--- src/rtl/stream_decrypt.sv ---
// Receive-side LFSR stream decryptor: valid/ready input, one stage register,
// output FIFO. Keystream advances only on accepted bytes to stay seed-aligned.
module stream_decrypt #(
  parameter logic [7:0]  SEED  = 8'hCD,
  parameter int unsigned DEPTH = 4,
  parameter int unsigned CNT_W = 16
) (
  input  logic             clk,
  input  logic             rst,
  input  logic             i_load_seed,
  input  logic [7:0]       i_seed_in,
  input  logic             i_in_valid,
  output logic             o_in_ready,
  input  logic [7:0]       i_data_in,
  output logic             o_out_valid,
  input  logic             i_out_ready,
  output logic [7:0]       o_data_out,
  output logic [CNT_W-1:0] o_byte_cnt,
  output logic             o_busy
);

  localparam int unsigned AW = (DEPTH > 1) ? $clog2(DEPTH) : 1;
  localparam int unsigned CW = $clog2(DEPTH + 1);

  typedef enum logic {StIdle, StActive} state_e;

  function automatic logic [7:0] poly(input logic [7:0] p);
    return {p[6:0], p[7] ^ p[5] ^ p[4] ^ p[3]};
  endfunction

  state_e           r_state;
  state_e           w_state_next;
  logic [7:0]       r_prng;
  logic             r_stage_valid;
  logic [7:0]       r_stage_data;
  logic [7:0]       r_mem [DEPTH];
  logic [AW-1:0]    r_wptr;
  logic [AW-1:0]    r_rptr;
  logic [CW-1:0]    r_count;
  logic [CNT_W-1:0] r_byte_cnt;

  logic [7:0]       w_ks;
  logic [CW:0]      w_occ;
  logic             w_accept;
  logic             w_push;
  logic             w_pop;
  logic             w_cnt_clr;

  assign w_ks        = poly(r_prng);
  // Stage plus FIFO occupancy: never accept a byte that has no FIFO slot reserved.
  assign w_occ       = {1'b0, r_count} + {{CW{1'b0}}, r_stage_valid};
  assign o_in_ready  = !i_load_seed && (w_occ < (CW + 1)'(DEPTH));
  assign w_accept    = i_in_valid && o_in_ready;
  assign w_push      = r_stage_valid;
  assign o_out_valid = (r_count != '0);
  assign w_pop       = o_out_valid && i_out_ready;
  assign o_data_out  = r_mem[r_rptr];
  assign o_byte_cnt  = r_byte_cnt;
  assign o_busy      = r_stage_valid || (r_count != '0);

  always_ff @(posedge clk or posedge rst) begin
    if (rst) r_state <= StIdle;
    else     r_state <= w_state_next;
  end

  always_comb begin
    w_state_next = r_state;
    unique case (r_state)
      StIdle:   if (w_accept)    w_state_next = StActive;
      StActive: if (i_load_seed) w_state_next = StIdle;
      default:  w_state_next = StIdle;
    endcase
  end

  // In IDLE the counter is already zero, so a clear is only needed from ACTIVE.
  always_comb begin
    w_cnt_clr = (r_state == StActive) && i_load_seed;
  end

  always_ff @(posedge clk or posedge rst) begin
    if (rst) begin
      r_prng        <= SEED;
      r_stage_valid <= 1'b0;
      r_stage_data  <= 8'h00;
      r_byte_cnt    <= '0;
    end else begin
      if (i_load_seed)   r_prng <= i_seed_in;
      else if (w_accept) r_prng <= w_ks;
      r_stage_valid <= w_accept;
      if (w_accept) r_stage_data <= i_data_in ^ w_ks;
      if (w_cnt_clr)     r_byte_cnt <= '0;
      else if (w_accept) r_byte_cnt <= r_byte_cnt + 1'b1;
    end
  end

  always_ff @(posedge clk or posedge rst) begin
    if (rst) begin
      for (int i = 0; i < int'(DEPTH); i++) r_mem[i] <= 8'h00;
      r_wptr  <= '0;
      r_rptr  <= '0;
      r_count <= '0;
    end else begin
      if (w_push) begin
        r_mem[r_wptr] <= r_stage_data;
        r_wptr        <= r_wptr + 1'b1;
      end
      if (w_pop) r_rptr <= r_rptr + 1'b1;
      if (w_push && !w_pop)      r_count <= r_count + 1'b1;
      else if (!w_push && w_pop) r_count <= r_count - 1'b1;
    end
  end

endmodule

--- config.mk ---
export PLATFORM = sky130hd
export DESIGN_NAME = stream_decrypt
export DESIGN_NICKNAME = d
export VERILOG_FILES = /design/src/rtl/stream_decrypt.sv
export SDC_FILE = /design/constraint.sdc
export NUM_CORES = 1
export LEC_CHECK = 0
export CAP_MARGIN = 20
export CORE_AREA = 2 2 87 89
export DETAILED_ROUTE_END_ITERATION = 8
export DIE_AREA = 0 0 89 91
export PLACE_DENSITY = 0.75
export SKIP_LAST_GASP = 1
export SYNTH_ARGS = -nofsm -noshare
export SYNTH_HDL_FRONTEND = slang
export SYNTH_SLANG_ARGS = --single-unit
--- constraint.sdc ---
create_clock -name clk -period 2.3 [get_ports clk]
set_clock_uncertainty 0.15 [all_clocks]
set_input_delay 0.345 -clock clk [delete_from_list [all_inputs] [get_ports clk]]
set_output_delay 0.345 -clock clk [all_outputs]
set_load 0.03 [all_outputs]
After elaboration in Yosys (flattened, before gate mapping)
Index checks and enable logic that the tools add are counted.
{ "word_totals": {"output_inout_bits": 27, "ff_bits": 73, "elab_cells": 59, "inputBits": 21} }
{ "classes": {"order_cmp": 4, "reduce_logical": 15, "muxes": 15, "add_sub_neg": 6, "bitwise": 7} }
{ "ops": {"columns": ["op", "count"], "rows": [
  ["8-bit two-way mux", 5],
  ["32-bit bitwise mux", 1],
  ["16-bit two-way mux", 2],
  ["16-bit by 1-bit adder with 16-bit output, second input constant", 1],
  ["8-bit binary-select mux with 2-bit select", 1],
  ["8-bit demux with 2-bit select", 1],
  ["8-bit bitwise XOR", 1],
  ["1-bit logical AND", 7],
  ["3-bit >= comparator, second input constant", 2],
  ["3-bit two-way mux", 2],
  ["2-bit NOT with 3-bit output", 2],
  ["2-bit nonzero test", 3],
  ["2-bit by 1-bit adder with 2-bit output, second input constant", 2],
  ["3-bit by 1-bit adder with 4-bit output", 1],
  ["4-bit by 3-bit < comparator with 1-bit output, second input constant", 1],
  ["3-bit by 1-bit adder with 3-bit output, second input constant", 1],
  ["1-bit zero test", 3],
  ["3-bit by 1-bit < comparator with 1-bit output, second input constant", 1],
  ["3-bit nonzero test", 1],
  ["3-bit by 1-bit subtractor with 3-bit output, second input constant", 1],
  ["1-bit bitwise XOR", 3],
  ["1-bit two-way mux", 2],
  ["1-bit case mux with 2 select lines", 1],
  ["1-bit logical OR", 1],
  ["1-bit NOT", 1]
]} }

Logic depth before layout (Yosys ltp)
{ "depth": {"ltp_word": 6, "depth_mapped": 8, "mapped_depth_nobuf": 8} }

Worst setup path after synthesis
OpenSTA, ideal clock, no wires.
{ "synth_path": {"path_kind": "reg-to-reg", "start": "register r_count[0]", "end": "register r_count[2]", "setup_time_ps": 79, "required_ps": 2071, "setup_slack_ps": -53, "synth_period_minus_slack_ps": 2353, "n_path_buf": 0, "arrival_time_ps": 2124, "path_stages_with_launch": 9, "path_cell_list": "dfrtp_1 -> or3_1 -> nand2_1 -> ha_1 -> inv_1 -> fa_1 -> xor2_1 -> nor2_1 -> xor2_1"} }
{ "synth_via": {"elab_chain_cells": 5, "elab_cells_between_ends": 10, "cone_classes": "add/sub (2); mux (2); reduce/logical (6)"} }
{ "synth_lines": {"columns": ["element", "line", "source"], "rows": [
  ["from (decl)", "39", "logic [CW-1:0] r_count;"],
  ["from (signal assigned)", "108", "if (w_push && !w_pop) r_count <= r_count + 1'b1;"],
  ["from (signal assigned)", "109", "else if (!w_push && w_pop) r_count <= r_count - 1'b1;"],
  ["3-bit nonzero test *", "55", "assign o_out_valid = (r_count != '0);"],
  ["named net o_out_valid", "15", "output logic o_out_valid,"],
  ["1-bit logical AND *", "56", "assign w_pop = o_out_valid && i_out_ready;"],
  ["1-bit zero test", "108", null],
  ["1-bit logical AND", "108", null],
  ["3-bit two-way mux or 2-bit nonzero test (tied branches)", null, null]
]} }
The timed path passes the listed nets; every way through them passes the cells marked *. The select of a mux whose other input is x is not followed.
A chain may end at the register's enable or synchronous reset.

Worst setup path in the final report
{ "layout_path": {"start": "register r_rptr[0]", "end": "output port o_data_out[4]"} }
{ "layout_via": {"elab_chain_cells": 4} }
{ "layout_lines": {"columns": ["element", "line", "source"], "rows": [
  ["from (decl)", "38", "logic [AW-1:0] r_rptr;"],
  ["from (signal assigned)", "107", "if (w_pop) r_rptr <= r_rptr + 1'b1;"],
  ["2-bit NOT with 3-bit output (implied by the code)", "57", "assign o_data_out = r_mem[r_rptr];"],
  ["8-bit binary-select mux with 2-bit select", "57", null],
  ["8-bit two-way mux (implied by the code) (2 in series)", "57", null],
  ["to (decl)", "17", "output logic [7:0] o_data_out,"]
]} }
Every way passes these cells. The select of a mux whose other input is x is not followed.

==> PnR_summary.wiki <==
{| class="wikitable"
! Metric !! Value
|-
| Starting density of the core || ~47%
|-
| Drt drc || 0
|-
| Cell count after synthesis || 274
|-
| Pwr Total || ~5300 uW
|-
| Total global routing track utilization || 17.1%
|-
| Largest driver fanout on the critical path || 5
|-
| Design internal power || 3540 uW
|-
| TritonCTS clock tree || yes
|-
| Sw Share || between 30% and 40%
|-
| Width of the die || approximately 89 um
|-
| Time the final worst path needs with I/O delays and setup || about 2.2 ns
|-
| Proportion of netlist area held by the largest area contributor || roughly 50%
|-
| Number of distinct standard cells referenced by the synthesized netlist || 33
|-
| Detailed-route wire length per cell || 14.6 um
|-
| Top-Level Pins || 48
|-
| Mapped Area || 3380 um2
|-
| Vias after detailed routing || roughly 2200
|-
| DP Wirelength || ~4500 um
|-
| Largest net degree at the start of global routing || 74
|-
| Data required time at the worst endpoint || 1.80 ns
|-
| Setup CP Type || reg2out
|-
| Number of DRC markers after the initial detailed-route iteration || 82
|-
| Synthesized area per cell || 12.3 um2
|-
| H-tree depth reported by CTS || 3
|-
| Filler cell count || 584
|-
| Antenna Violating Nets Remaining || 0
|-
| Total die area || 8100 um2
|-
| ANT cells || 0
|-
| Area inside the core boundary || 7140 um2
|-
| Final Hold Viols || 0
|-
| Setup violators final || 0
|-
| Post-route clock period utilization || 97.8%
|-
| Number of cell instances on the worst register-to-register path || 8
|-
| Share of total power in sequential cells || about 39%
|-
| Synth Net Count || 302
|-
| Count of yosys warnings during synthesis || 0
|-
| Clock-pin slew of the registers on the worst-case setup and hold paths || 0.08 ns
|-
| Number of pins with negative max-slew slack in the final report || 0
|-
| Combinational power share || around 35%
|-
| # placed instances || 423
|-
| Fmax || 445 MHz
|-
| Terminus of the critical flop-to-flop path || r_count[2]
|-
| # Max-Cap Violations || 0
|-
| Element type at the critical path end || output port
|-
| Largest voltage drop on the vdd net || between 400 and 500 uV
|-
| Buffer depth of the longest clock path || 2
|-
| First-pass GRT wire length || 10600 um
|-
| Status || complete, no violations
|-
| Leak || approximately 0.0020 uW
|-
| Router iterations before antenna repair || 4
|-
| Worst Hold Slack || ~0.29 ns
|-
| Area leader, netlist || sky130_fd_sc_hd__dfrtp_1
|-
| Highest-count cells in the layout ignoring fill and taps || sky130_fd_sc_hd__dfrtp_1, sky130_fd_sc_hd__clkdlybuf4s50_1, sky130_fd_sc_hd__mux2_2, sky130_fd_sc_hd__nand2_1, sky130_fd_sc_hd__buf_4
|-
| Worst Setup Start Kind || register
|-
| Root Driver || sky130_fd_sc_hd__clkbuf_8
|-
| Final-stage net count || around 370
|-
| Std-Cell Rows || 31
|-
| Clock sink count || 73
|-
| Switching pwr || ~1700 uW
|-
| Worst-Skew Late Latency || around 0.35 ns
|-
| Commonest non-fill, non-tap cell in the layout || sky130_fd_sc_hd__dfrtp_1
|-
| R2R Path Start || r_count[0]
|-
| Cell area power density || around 1200 nW/um2
|-
| Arrival time at the worst endpoint || 1.75 ns
|-
| Slew of the pin with the lowest slew margin || ~0.45 ns
|-
| Area contributors post-synth || sky130_fd_sc_hd__dfrtp_1, sky130_fd_sc_hd__mux2_2, sky130_fd_sc_hd__mux4_2, sky130_fd_sc_hd__dfstp_2, sky130_fd_sc_hd__xnor2_1
|-
| Avg Vias per Cell || about 5
|-
| Port buffer count || 47
|-
| Via count of the first global-routing pass || 2186
|-
| Growth of design area from synthesis to finish || 28.8%
|-
| Flip-flop and latch count after synthesis || 73
|-
| Routability-driven placement congestion ratio || ~0.77
|-
| Part of the power in the clock network || 25.2%
|-
| Sequential share of the synthesized area || between 50% and 60%
|-
| CTS buffer count || 9
|-
| Slack of the worst reg-to-reg path || roughly 0.15 ns
|-
| Worst hold-check path type || in2async
|-
| Wire length after detailed routing || ~6500 um
|-
| Fraction of final layout cells with drive strength greater than 1 || between 20% and 30%
|-
| Number of buffers added to fix hold violations after cts || 0
|-
| Antenna violations before repair || 0
|-
| Post-Layout Cell Count || around 450
|-
| Total congestion overflow after global routing || 0
|-
| Headroom to the max-slew limit || a little over two thirds
|-
| Height of the chip || a little over 90 um
|}
[Yosys cell counts]
cell type                  instances
sky130_fd_sc_hd__o21ai_0          12
sky130_fd_sc_hd__o31ai_1           2
sky130_fd_sc_hd__buf_1             1
sky130_fd_sc_hd__mux2_2           33
sky130_fd_sc_hd__o21a_1            2
sky130_fd_sc_hd__xnor2_1          15
sky130_fd_sc_hd__and3_1            4
sky130_fd_sc_hd__a311oi_4          1
sky130_fd_sc_hd__and2_1            2
sky130_fd_sc_hd__inv_1             7
sky130_fd_sc_hd__dfrtp_1          68
sky130_fd_sc_hd__nand4_1           4
sky130_fd_sc_hd__nand4_2           1
sky130_fd_sc_hd__o211ai_1          3
sky130_fd_sc_hd__nand3_1           6
sky130_fd_sc_hd__a21oi_1           5
sky130_fd_sc_hd__nand2_1          33
sky130_fd_sc_hd__buf_2             1
sky130_fd_sc_hd__mux4_2            8
sky130_fd_sc_hd__mux2i_1           8
sky130_fd_sc_hd__clkbuf_1          7
sky130_fd_sc_hd__or2_2             1
sky130_fd_sc_hd__nand2b_1          1
sky130_fd_sc_hd__ha_1              6
sky130_fd_sc_hd__or3_1             5
sky130_fd_sc_hd__inv_2             1
sky130_fd_sc_hd__dfstp_2           5
sky130_fd_sc_hd__nor2_1            8
sky130_fd_sc_hd__xor2_1            9
sky130_fd_sc_hd__nor3_1            2
sky130_fd_sc_hd__o21ai_1           9
sky130_fd_sc_hd__fa_1              1
sky130_fd_sc_hd__and4_1            3
[cells by family after synthesis]
logic type                 after synthesis  synth area share (%)
DFF                                     73                  54.2
and+or+nand+nor                         70                  10.0
muxes                                   49                  18.7
AOI/OAI and AO/OA                       34                  6.18
xor gates and xnor gates                24                  6.21
buffers and inverters                   17                  1.92
adders and majority gates                7                  2.81
[power by group through the flow]
stage	sequential [uW]	combinational, uW	clock, uW
after floorplan	2010	1270	0
after global placement	2090	1790	0
after detailed placement	2120	1840	0
after CTS	2100	1780	1350
after global routing	2130	2020	1410
final	2070	1860	1320
[how the worst max path moves through the flow]
stage / startpoint / to / slack [ns] / cells past startpoint
final: r_rptr[0] / o_data_out[4] / 0.05 / 3
after global routing: r_rptr[0] / o_data_out[4] / -0.02 / 3
after CTS: r_rptr[0] / o_data_out[5] / -0.20 / 2
after detailed placement: r_rptr[0] / o_data_out[5] / 0.06 / 2
after global placement: r_rptr[0] / o_data_out[7] / 0.06 / 2
after floorplan: r_count[0] / r_count[2] / 0.07 / 8
[metrics by stage]
step,TNS [ns],setup WS [ns],util (%),area (um2)
after floorplan,0,0.0741,-,3390
after global placement,0,0.0574,56.7,4050
final,0,0.0504,61.1,4360
after detailed placement,0,0.0606,56.7,4050
after global routing,-0.0165,-0.0165,61.1,4360
after CTS,-0.205,-0.205,60.4,4310
[critical path, cell delays in order, from the launching register on]
cell and delay [ns]:
sky130_fd_sc_hd__dfrtp_2 0.42, sky130_fd_sc_hd__buf_4 0.15, sky130_fd_sc_hd__mux4_2 0.48, sky130_fd_sc_hd__dlygate4sd2_1 0.36
[sequential cells by signal, indices dropped and copies added, names as in the netlist]
name and cells:
r_rptr 2, r_stage_valid 1, r_wptr 2, r_count 3
r_stage_data 8, r_prng 8, r_state 1, o_byte_cnt 16
r_mem 32
[area by class of cell]
| class | instances | area [um2] | area share, % |
|---|---|---|---|
| clock buffers | 9 | 124 | 2.84 |
| repair buffers | 65 | 603 | 13.8 |
| well taps | 99 | 124 | 2.84 |
| flip-flops and latches | 73 | 1840 | 42.1 |
| inverters | 8 | 33.8 | 0.775 |
| multi-input cells | 184 | 1500 | 34.3 |
| clock inverters | 7 | 143 | 3.27 |
[metal layers]
metal	part of all wire [%]	global-route usage, %	up-vias
li1	-	-	1100
met2	48	26.3	37
met3	3.3	3.64	10
met1	47	23.2	1091
met4	1.6	7.34	0
met5	0	0	-
[repair_timing]
item,4_1_cts,5_1_grt
gates cloned,0,0
setup buffers,0,6
resized for setup,8,6
setup endpoints to repair,9,7
pin swaps,0,1
(Power assumes the default switching activity.)
